--- config.mk ---
export PLATFORM = sky130hd
export DESIGN_NAME = axi_flat_mem_slv
export DESIGN_NICKNAME = d
export VERILOG_FILES = /design/src/rtl/axi_flat_pkg.sv /design/src/rtl/axi_burst_addr_gen.sv /design/src/rtl/axi_flat_mem_slv.sv
export SDC_FILE = /design/constraint.sdc
export NUM_CORES = 1
export LEC_CHECK = 0
export CELL_PAD_IN_SITES_DETAIL_PLACEMENT = 0
export CELL_PAD_IN_SITES_GLOBAL_PLACEMENT = 1
export CORE_UTILIZATION = 30
export CTS_CLUSTER_SIZE = 24
export DETAILED_ROUTE_END_ITERATION = 10
export MAX_ROUTING_LAYER = met4
export PLACE_DENSITY_LB_ADDON = 0.1
export SETUP_SLACK_MARGIN = 0.05
export SLEW_MARGIN = 20
export SYNTH_ARGS = -nofsm -noshare
export SYNTH_HDL_FRONTEND = slang
export SYNTH_SLANG_ARGS = --single-unit
--- constraint.sdc ---
create_clock -name clk_i -period 3.4 [get_ports clk_i]
set_input_delay 0.68 -clock clk_i [delete_from_list [all_inputs] [get_ports clk_i]]
set_output_delay 0.68 -clock clk_i [all_outputs]
set_load 0.01 [all_outputs]
--- src/rtl/axi_flat_pkg.sv ---
// Shared AXI encodings, FSM state type and burst legality helper for the flat-AXI blocks.
package axi_flat_pkg;

    localparam logic [1:0] BURST_FIXED = 2'b00;
    localparam logic [1:0] BURST_INCR  = 2'b01;
    localparam logic [1:0] BURST_WRAP  = 2'b10;

    localparam logic [1:0] RESP_OKAY   = 2'b00;
    localparam logic [1:0] RESP_EXOKAY = 2'b01;
    localparam logic [1:0] RESP_SLVERR = 2'b10;
    localparam logic [1:0] RESP_DECERR = 2'b11;

    typedef enum logic [2:0] {
        ST_IDLE    = 3'd0,
        ST_RD_REQ  = 3'd1,
        ST_RD_WAIT = 3'd2,
        ST_RD_RESP = 3'd3,
        ST_WR_DATA = 3'd4,
        ST_WR_RESP = 3'd5
    } state_e;

    // A burst we refuse to service: reserved type, oversize beat, or a wrap length AXI forbids.
    function automatic logic burst_illegal(input logic [1:0]  burst,
                                           input logic [7:0]  len,
                                           input logic [2:0]  size,
                                           input int unsigned max_size);
        logic bad_wrap_len;
        bad_wrap_len = !((len == 8'd1) || (len == 8'd3) || (len == 8'd7) || (len == 8'd15));
        return (burst == 2'b11) || (32'(size) > max_size) ||
               ((burst == BURST_WRAP) && bad_wrap_len);
    endfunction

endpackage

--- src/rtl/axi_burst_addr_gen.sv ---
// Combinational next-beat byte address for FIXED, INCR and WRAP AXI bursts.
module axi_burst_addr_gen
    import axi_flat_pkg::*;
#(
    parameter int unsigned AddrWidth = 32
) (
    input  logic [AddrWidth-1:0] addr_i,
    input  logic [7:0]           len_i,
    input  logic [2:0]           size_i,
    input  logic [1:0]           burst_i,
    output logic [AddrWidth-1:0] next_addr_o
);

    logic [AddrWidth-1:0] step;
    logic [AddrWidth-1:0] wrap_mask;
    logic [AddrWidth-1:0] incr_addr;

    always_comb begin
        step      = AddrWidth'(1) << size_i;
        // Wrap lengths are powers of two, so the container is a simple aligned mask.
        wrap_mask = ((AddrWidth'(len_i) + AddrWidth'(1)) << size_i) - AddrWidth'(1);
        incr_addr = addr_i + step;
        case (burst_i)
            BURST_INCR: next_addr_o = incr_addr;
            BURST_WRAP: next_addr_o = (addr_i & ~wrap_mask) | (incr_addr & wrap_mask);
            default:    next_addr_o = addr_i;
        endcase
    end

endmodule

--- src/rtl/axi_flat_mem_slv.sv ---
// AXI4 responder serialising one burst at a time onto a 1-cycle-latency SRAM port.
// Define AXI_FLAT_MEM_SLV_ADDR_CHECK_EN to answer out-of-range beats with DECERR.
//
// state      | meaning
// -----------+-------------------------------------------------------------
// ST_IDLE    | arbitrate AR/AW, latch burst parameters
// ST_RD_REQ  | issue memory read for the current beat
// ST_RD_WAIT | capture memory read data
// ST_RD_RESP | present R beat, hold until rready
// ST_WR_DATA | accept W beats, write memory in the handshake cycle
// ST_WR_RESP | present B response, hold until bready
module axi_flat_mem_slv
    import axi_flat_pkg::*;
#(
    parameter int unsigned IdWidth   = 1,
    parameter int unsigned DataWidth = 32,
    parameter int unsigned AddrWidth = 32,
    parameter int unsigned MemWords  = 1024
) (
    input  logic                         clk_i,
    input  logic                         rst_ni,

    input  logic [IdWidth-1:0]           s_axi_arid,
    input  logic [AddrWidth-1:0]         s_axi_araddr,
    input  logic [7:0]                   s_axi_arlen,
    input  logic [2:0]                   s_axi_arsize,
    input  logic [1:0]                   s_axi_arburst,
    input  logic                         s_axi_arvalid,
    output logic                         s_axi_arready,

    output logic [IdWidth-1:0]           s_axi_rid,
    output logic [DataWidth-1:0]         s_axi_rdata,
    output logic [1:0]                   s_axi_rresp,
    output logic                         s_axi_rlast,
    output logic                         s_axi_rvalid,
    input  logic                         s_axi_rready,

    input  logic [IdWidth-1:0]           s_axi_awid,
    input  logic [AddrWidth-1:0]         s_axi_awaddr,
    input  logic [7:0]                   s_axi_awlen,
    input  logic [2:0]                   s_axi_awsize,
    input  logic [1:0]                   s_axi_awburst,
    input  logic                         s_axi_awvalid,
    output logic                         s_axi_awready,

    input  logic [DataWidth-1:0]         s_axi_wdata,
    input  logic [DataWidth/8-1:0]       s_axi_wstrb,
    input  logic                         s_axi_wlast,
    input  logic                         s_axi_wvalid,
    output logic                         s_axi_wready,

    output logic [IdWidth-1:0]           s_axi_bid,
    output logic [1:0]                   s_axi_bresp,
    output logic                         s_axi_bvalid,
    input  logic                         s_axi_bready,

    output logic                         mem_req_o,
    output logic                         mem_we_o,
    output logic [$clog2(MemWords)-1:0]  mem_addr_o,
    output logic [DataWidth-1:0]         mem_wdata_o,
    output logic [DataWidth/8-1:0]       mem_be_o,
    input  logic [DataWidth-1:0]         mem_rdata_i
);

    localparam int unsigned ByteAw = $clog2(DataWidth / 8);
    localparam int unsigned MemAw  = $clog2(MemWords);

    state_e               state_q, state_d;
    logic                 prio_rd_q, prio_rd_d;
    logic                 run_q, run_d;
    logic [IdWidth-1:0]   id_q, id_d;
    logic [AddrWidth-1:0] addr_q, addr_d;
    logic [7:0]           len_q, len_d;
    logic [7:0]           beat_q, beat_d;
    logic [2:0]           size_q, size_d;
    logic [1:0]           burst_q, burst_d;
    logic                 err_q, err_d;
    logic                 dec_q, dec_d;
    logic [DataWidth-1:0] rdata_q, rdata_d;

    logic [AddrWidth-1:0] next_addr;
    logic                 ar_hs, aw_hs, w_hs, r_hs, b_hs;
    logic                 last_beat;
    logic                 oor;
    logic                 idle_live;
    logic                 ar_rdy, aw_rdy;
    logic [1:0]           beat_resp;

    axi_burst_addr_gen #(
        .AddrWidth (AddrWidth)
    ) u_addr_gen (
        .addr_i      (addr_q),
        .len_i       (len_q),
        .size_i      (size_q),
        .burst_i     (burst_q),
        .next_addr_o (next_addr)
    );

`ifdef AXI_FLAT_MEM_SLV_ADDR_CHECK_EN
    assign oor = (addr_q >> ByteAw) >= AddrWidth'(MemWords);
`else
    assign oor = 1'b0;
`endif

    assign last_beat  = (beat_q == len_q);
    assign idle_live  = run_q && (state_q == ST_IDLE);
    assign ar_hs      = s_axi_arvalid && s_axi_arready;
    assign aw_hs      = s_axi_awvalid && s_axi_awready;
    assign w_hs       = s_axi_wvalid && s_axi_wready;
    assign r_hs       = s_axi_rvalid && s_axi_rready;
    assign b_hs       = s_axi_bvalid && s_axi_bready;
    assign mem_addr_o = addr_q[ByteAw +: MemAw];

    // State register
    always_ff @(posedge clk_i or negedge rst_ni) begin
        if (!rst_ni) begin
            state_q <= ST_IDLE;
        end else begin
            state_q <= state_d;
        end
    end

    // Next-state logic
    always_comb begin
        state_d = state_q;
        case (state_q)
            ST_IDLE: begin
                if (ar_hs) begin
                    state_d = ST_RD_REQ;
                end else if (aw_hs) begin
                    state_d = ST_WR_DATA;
                end
            end
            ST_RD_REQ:  state_d = ST_RD_WAIT;
            ST_RD_WAIT: state_d = ST_RD_RESP;
            ST_RD_RESP: begin
                if (r_hs) begin
                    state_d = last_beat ? ST_IDLE : ST_RD_REQ;
                end
            end
            ST_WR_DATA: begin
                if (w_hs && last_beat) begin
                    state_d = ST_WR_RESP;
                end
            end
            ST_WR_RESP: begin
                if (b_hs) begin
                    state_d = ST_IDLE;
                end
            end
            default: state_d = ST_IDLE;
        endcase
    end

    // Burst context
    always_comb begin
        run_d     = 1'b1;
        prio_rd_d = prio_rd_q;
        id_d      = id_q;
        addr_d    = addr_q;
        len_d     = len_q;
        beat_d    = beat_q;
        size_d    = size_q;
        burst_d   = burst_q;
        err_d     = err_q;
        dec_d     = dec_q;
        rdata_d   = rdata_q;

        if (ar_hs) begin
            prio_rd_d = !prio_rd_q;
            id_d      = s_axi_arid;
            addr_d    = s_axi_araddr;
            len_d     = s_axi_arlen;
            size_d    = s_axi_arsize;
            burst_d   = s_axi_arburst;
            beat_d    = 8'd0;
            err_d     = burst_illegal(s_axi_arburst, s_axi_arlen, s_axi_arsize, ByteAw);
            dec_d     = 1'b0;
        end else if (aw_hs) begin
            prio_rd_d = !prio_rd_q;
            id_d      = s_axi_awid;
            addr_d    = s_axi_awaddr;
            len_d     = s_axi_awlen;
            size_d    = s_axi_awsize;
            burst_d   = s_axi_awburst;
            beat_d    = 8'd0;
            err_d     = burst_illegal(s_axi_awburst, s_axi_awlen, s_axi_awsize, ByteAw);
            dec_d     = 1'b0;
        end

        if (state_q == ST_RD_WAIT) begin
            rdata_d = (err_q || oor) ? '0 : mem_rdata_i;
        end

        if (r_hs && !last_beat) begin
            addr_d = next_addr;
            beat_d = beat_q + 8'd1;
        end

        // The beat count, not wlast, ends the burst; a disagreeing wlast only flags the error.
        if (w_hs) begin
            if (s_axi_wlast != last_beat) begin
                err_d = 1'b1;
            end
            if (oor) begin
                dec_d = 1'b1;
            end
            if (!last_beat) begin
                addr_d = next_addr;
                beat_d = beat_q + 8'd1;
            end
        end
    end

    always_ff @(posedge clk_i or negedge rst_ni) begin
        if (!rst_ni) begin
            run_q     <= 1'b0;
            prio_rd_q <= 1'b1;
            id_q      <= '0;
            addr_q    <= '0;
            len_q     <= '0;
            beat_q    <= '0;
            size_q    <= '0;
            burst_q   <= '0;
            err_q     <= 1'b0;
            dec_q     <= 1'b0;
            rdata_q   <= '0;
        end else begin
            run_q     <= run_d;
            prio_rd_q <= prio_rd_d;
            id_q      <= id_d;
            addr_q    <= addr_d;
            len_q     <= len_d;
            beat_q    <= beat_d;
            size_q    <= size_d;
            burst_q   <= burst_d;
            err_q     <= err_d;
            dec_q     <= dec_d;
            rdata_q   <= rdata_d;
        end
    end

    // Output logic
    always_comb begin
        // The favoured side is also ready when neither side requests, so the two readies never coincide.
        if (prio_rd_q) begin
            ar_rdy = s_axi_arvalid || !s_axi_awvalid;
            aw_rdy = s_axi_awvalid && !s_axi_arvalid;
        end else begin
            aw_rdy = s_axi_awvalid || !s_axi_arvalid;
            ar_rdy = s_axi_arvalid && !s_axi_awvalid;
        end
        s_axi_arready = idle_live && ar_rdy;
        s_axi_awready = idle_live && aw_rdy;

        if (oor) begin
            beat_resp = RESP_DECERR;
        end else if (err_q) begin
            beat_resp = RESP_SLVERR;
        end else begin
            beat_resp = RESP_OKAY;
        end

        s_axi_rvalid = (state_q == ST_RD_RESP);
        s_axi_rlast  = s_axi_rvalid && last_beat;
        s_axi_rresp  = s_axi_rvalid ? beat_resp : RESP_OKAY;
        s_axi_rdata  = rdata_q;
        s_axi_rid    = id_q;

        s_axi_wready = (state_q == ST_WR_DATA);

        s_axi_bvalid = (state_q == ST_WR_RESP);
        s_axi_bid    = id_q;
        if (!s_axi_bvalid) begin
            s_axi_bresp = RESP_OKAY;
        end else if (dec_q) begin
            s_axi_bresp = RESP_DECERR;
        end else if (err_q) begin
            s_axi_bresp = RESP_SLVERR;
        end else begin
            s_axi_bresp = RESP_OKAY;
        end

        mem_req_o   = 1'b0;
        mem_we_o    = 1'b0;
        mem_wdata_o = '0;
        mem_be_o    = '0;
        if ((state_q == ST_RD_REQ) && !err_q && !oor) begin
            mem_req_o = 1'b1;
        end
        if ((state_q == ST_WR_DATA) && s_axi_wvalid && !err_q && !oor) begin
            mem_req_o   = 1'b1;
            mem_we_o    = 1'b1;
            mem_wdata_o = s_axi_wdata;
            mem_be_o    = s_axi_wstrb;
        end
    end

endmodule
==> results.sh <==
export IMPL_status="finished, violations left"
export IMPL_violations="design-rule violations"
export IMPL_synthCells=702
export IMPL_die_area_mm2=0.01926
export IMPL_seqPwrFrac_pct=23.4
export IMPL_synthMostInstantiatedCell="nand2_1"
export IMPL_via_per_inst=5.147
export IMPL_final_antenna_net_count=0
export IMPL_cp_endpoint="addr_q[9]$_DFF_PN0_"
export IMPL_power_frac_comb_pct=62.5
export IMPL_use_met2_pct=32.85
export IMPL_antenna_found_initial=0
export IMPL_die_h_um=138.8
export IMPL_die_w_um=138.8
export IMPL_grt_pass1_wl_um=30270
export IMPL_clock_sinks=72
export IMPL_cts_root_buffer="clkbuf_16"
export IMPL_dp_hpwl_um=14430
export IMPL_critPathSlowestCell="or3b_4"
export IMPL_r2r_start="len_q[0]$_DFFE_PN0P_"
export IMPL_synth_seq_cells=72
export IMPL_synth_edff_count=0
export IMPL_routedWlPerCell_um=16.69
export IMPL_io_pins=260
export IMPL_diodes=0
export IMPL_yosysTopAreaCellShare_pct=31.66
export IMPL_h_tree_depth=3
export IMPL_grt_setup_unrepaired="no"
export IMPL_cts_tree="done"
export IMPL_grtUsageMet1_pct=26.39
export IMPL_dr_pass1_iters=8
export IMPL_fmax_ghz=0.3173
export IMPL_synthTopCellsByArea="dfrtp_1 32%, o21ai_0 5.4%, nand2_1 5.4%, and2_1 4.8%, nand2b_1 3.9%"
export IMPL_clock_path_buffers=2
export IMPL_wl_um=18910
export IMPL_grt_max_degree=73
export IMPL_setup_tns_final_ns=0
export IMPL_dr_total_vias=5832
export IMPL_async_flop_share_pct=100.0
export IMPL_sw_frac_of_total_pct=45.24
export IMPL_ys_top_cells_by_count="80 x nand2_1, 71 x dfrtp_1, 61 x o21ai_0"
export IMPL_path_cells="ha_2 -> or4bb_1 -> a21oi_1 -> a2111o_1 -> a31oi_4 -> or3b_4 -> nor4b_4 -> xor2_1 -> or3_1 -> a41o_1"
export IMPL_ff2ff_setup_slack_ns=0.25
export IMPL_fin_crit_sh_pct=92.69
export IMPL_ir_drop_uv=336.1
export IMPL_tightest_slew_ns=0.9631
export IMPL_yosys_area_top_type="dfrtp_1"
export IMPL_first_global_vias=5643
export IMPL_nFillCells=1818
export IMPL_timing_final_crit_period_ns=3.151
export IMPL_grtUsageTotal_pct=20.27
export IMPL_crit_path_end_kind="flip-flop"
export IMPL_max_stage_delay_ns=0.45
export IMPL_slew_headroom_pct=35.79
export IMPL_yosysSeqAreaShare_pct=32.13
export IMPL_io_buffers=217
export IMPL_nNetsFinal=1081
export IMPL_core_mm2=0.01815
export IMPL_syn_area_per_cell_um2=7.994
export IMPL_cellPowerDensity_mw_per_mm2=794.4
export IMPL_top_usage_layer="met2"
export IMPL_yosysWarnings=0
export IMPL_fin_worst_skew_ns=0.005983
export IMPL_setup_worst_path_start_class="flip-flop"
export IMPL_setup_viol=0
export IMPL_path_class="flip-flop to flip-flop"
export IMPL_globalRouteOverflowTotal=0
export IMPL_drv_cap=0
export IMPL_synth_cell_types=76
export IMPL_worst_ep_required_time_ns=3.63
export IMPL_fp_row_count=49
export IMPL_p_leak_nw=3.324
export IMPL_critPathLaunch="len_q[0]$_DFFE_PN0P_"
export IMPL_drtIter0Drc=447
export IMPL_drive_above_1_share_pct=8.075
export IMPL_synth_top_flop_cell="dfrtp_1"
export IMPL_p_clk_share_pct=14.1
export IMPL_hold_violations=0
export IMPL_finalMaxSlewViolations=0
export IMPL_cts_buffers=9
export IMPL_reg2regPathDepth=10
export IMPL_place_gp_congestion=0.8791
export IMPL_syn_area_mm2=0.005612
export IMPL_use_met3_pct=4.006
export IMPL_p_sw_mw=2.986
export IMPL_p_int_mw=3.614
export IMPL_drc_errors=12
export IMPL_area_growth_pct=48.05
export IMPL_arrival_ns=3.38
export IMPL_insertion_delay_ns=0.34
export IMPL_critPathMaxFanout=9
export IMPL_min_path_type="primary input to async pin"
export IMPL_hold_slack_ns=0.4633
export IMPL_initial_core_util_pct=30.92
export IMPL_clk_pin_slew_ns=0.06
export IMPL_r2r_end="addr_q[9]$_DFF_PN0_"
[logic make-up after synthesis]
| family | share of synthesized area, % |
|---|---|
| DFF | 32.13 |
| adders and majority gates | 3.434 |
| other | 0.1338 |
| muxes | 3.121 |
| xor gates and xnor gates | 4.058 |
| and+or+nand+nor | 27.87 |
| buffers and inverters | 6.912 |
| AOI/OAI and AO/OA | 22.34 |
[repair_timing]
item | CTS | global route
endpoints found under the setup margin | 0 | 40
setup buffers | 0 | 0
hold endpoints to repair | 0 | 0
gates resized for setup | 0 | 5
hold buffers | 0 | 0
[stage by stage]
step / cells / power [mW] / setup WS [ns] / util, % / instance area, um^2
2_1_floorplan: 703 / 4.210 / 0.3342 / - / 5615
3_3_place_gp: 1117 / 5.590 / 0.2210 / 44.13 / 8008
3_5_place_dp: 1117 / 5.628 / 0.1969 / 44.13 / 8008
4_1_cts: 1133 / 6.616 / 0.1134 / 45.69 / 8292
5_1_grt: 1133 / 7.142 / 0.05389 / 45.78 / 8308
6_report: 1133 / 6.600 / 0.2486 / 45.78 / 8308
[layout by cell type (no fill, tap or decap), drive strengths merged, types with 4 or more instances in the layout]
master | Yosys | final
nand4 | 8 | 8
dfrtp | 71 | 71
clkdlybuf4s50 | 0 | 216
and3 | 8 | 8
o31ai | 4 | 4
clkbuf | 38 | 9
nor2b | 7 | 7
nand3 | 14 | 14
mux2i | 13 | 13
buf | 25 | 32
nor2 | 48 | 48
ha | 13 | 13
a22oi | 9 | 9
a21oi | 38 | 38
nand2 | 80 | 80
xor2 | 7 | 7
inv | 19 | 24
mux2 | 4 | 4
a21o | 5 | 5
or3 | 4 | 4
and2 | 43 | 43
xnor2 | 19 | 19
a31o | 4 | 4
nor3 | 23 | 23
o21ai | 61 | 61
o21bai | 5 | 5
a31oi | 8 | 8
o211ai | 7 | 7
a211oi | 8 | 8
nand2b | 35 | 35
a221o | 7 | 7
[power groups by stage]
stage	clock network (mW)	registers (mW)	logic, mW
final	0.929	1.54	4.13
after global routing	1.00	1.59	4.55
after CTS	0.959	1.53	4.12
after detailed placement	0	1.54	4.09
after global placement	0	1.53	4.06
after floorplan	0	1.38	2.83
[flip-flops by register name (all words and copies together) (netlist names)]
signal and flops:
s_axi_rdata 32, addr_q 12, beat_q 8, len_q 8
size_q 3, state_q 3, burst_q 2, err_q 1
prio_rd_q 1, run_q 1, s_axi_bid 1
[critical path, delay by kind of cell, from the launching register on]
kind,cells,cell delay (ns)
simple gates,4,1.27
compound gates,4,0.99
xor+xnor,1,0.14
fa+ha+maj,1,0.25
flops,1,0.40
[worst min-delay path by stage]
stage                                            from                           to  slack, ns  cells after the start
final                                          rst_ni          addr_q[1]$_DFF_PN0_       0.46                      1
after global routing      s_axi_rdata[20]$_DFFE_PN0P_  s_axi_rdata[20]$_DFFE_PN0P_       0.49                      2
after CTS                 s_axi_rdata[11]$_DFFE_PN0P_  s_axi_rdata[11]$_DFFE_PN0P_       0.49                      2
after detailed placement  s_axi_rdata[11]$_DFFE_PN0P_  s_axi_rdata[11]$_DFFE_PN0P_       0.47                      2
after global placement    s_axi_rdata[21]$_DFFE_PN0P_  s_axi_rdata[21]$_DFFE_PN0P_       0.46                      2
after floorplan                                rst_ni          addr_q[0]$_DFF_PN0_       0.38                      0
[final cells by class]
type / instances / area (um^2) / share of cell area [%]
multi-input combinational: 547 / 3440 / 41.40
tap: 229 / 286.5 / 3.449
sequential: 72 / 1804 / 21.72
clock inverter: 7 / 58.81 / 0.7078
clock buffer: 9 / 225.2 / 2.711
inverter: 21 / 78.83 / 0.9488
timing repair buffer: 248 / 2415 / 29.07
[per-layer routing]
| metal | routed length, um | vias up |
|---|---|---|
| li1 | - | 2869 |
| met1 | 8829 | 2729 |
| met2 | 8908 | 220 |
| met3 | 1078 | 14 |
| met4 | 96 | 0 |
| met5 | 0 | - |
No activity file was read; power rests on OpenSTA's default activity.
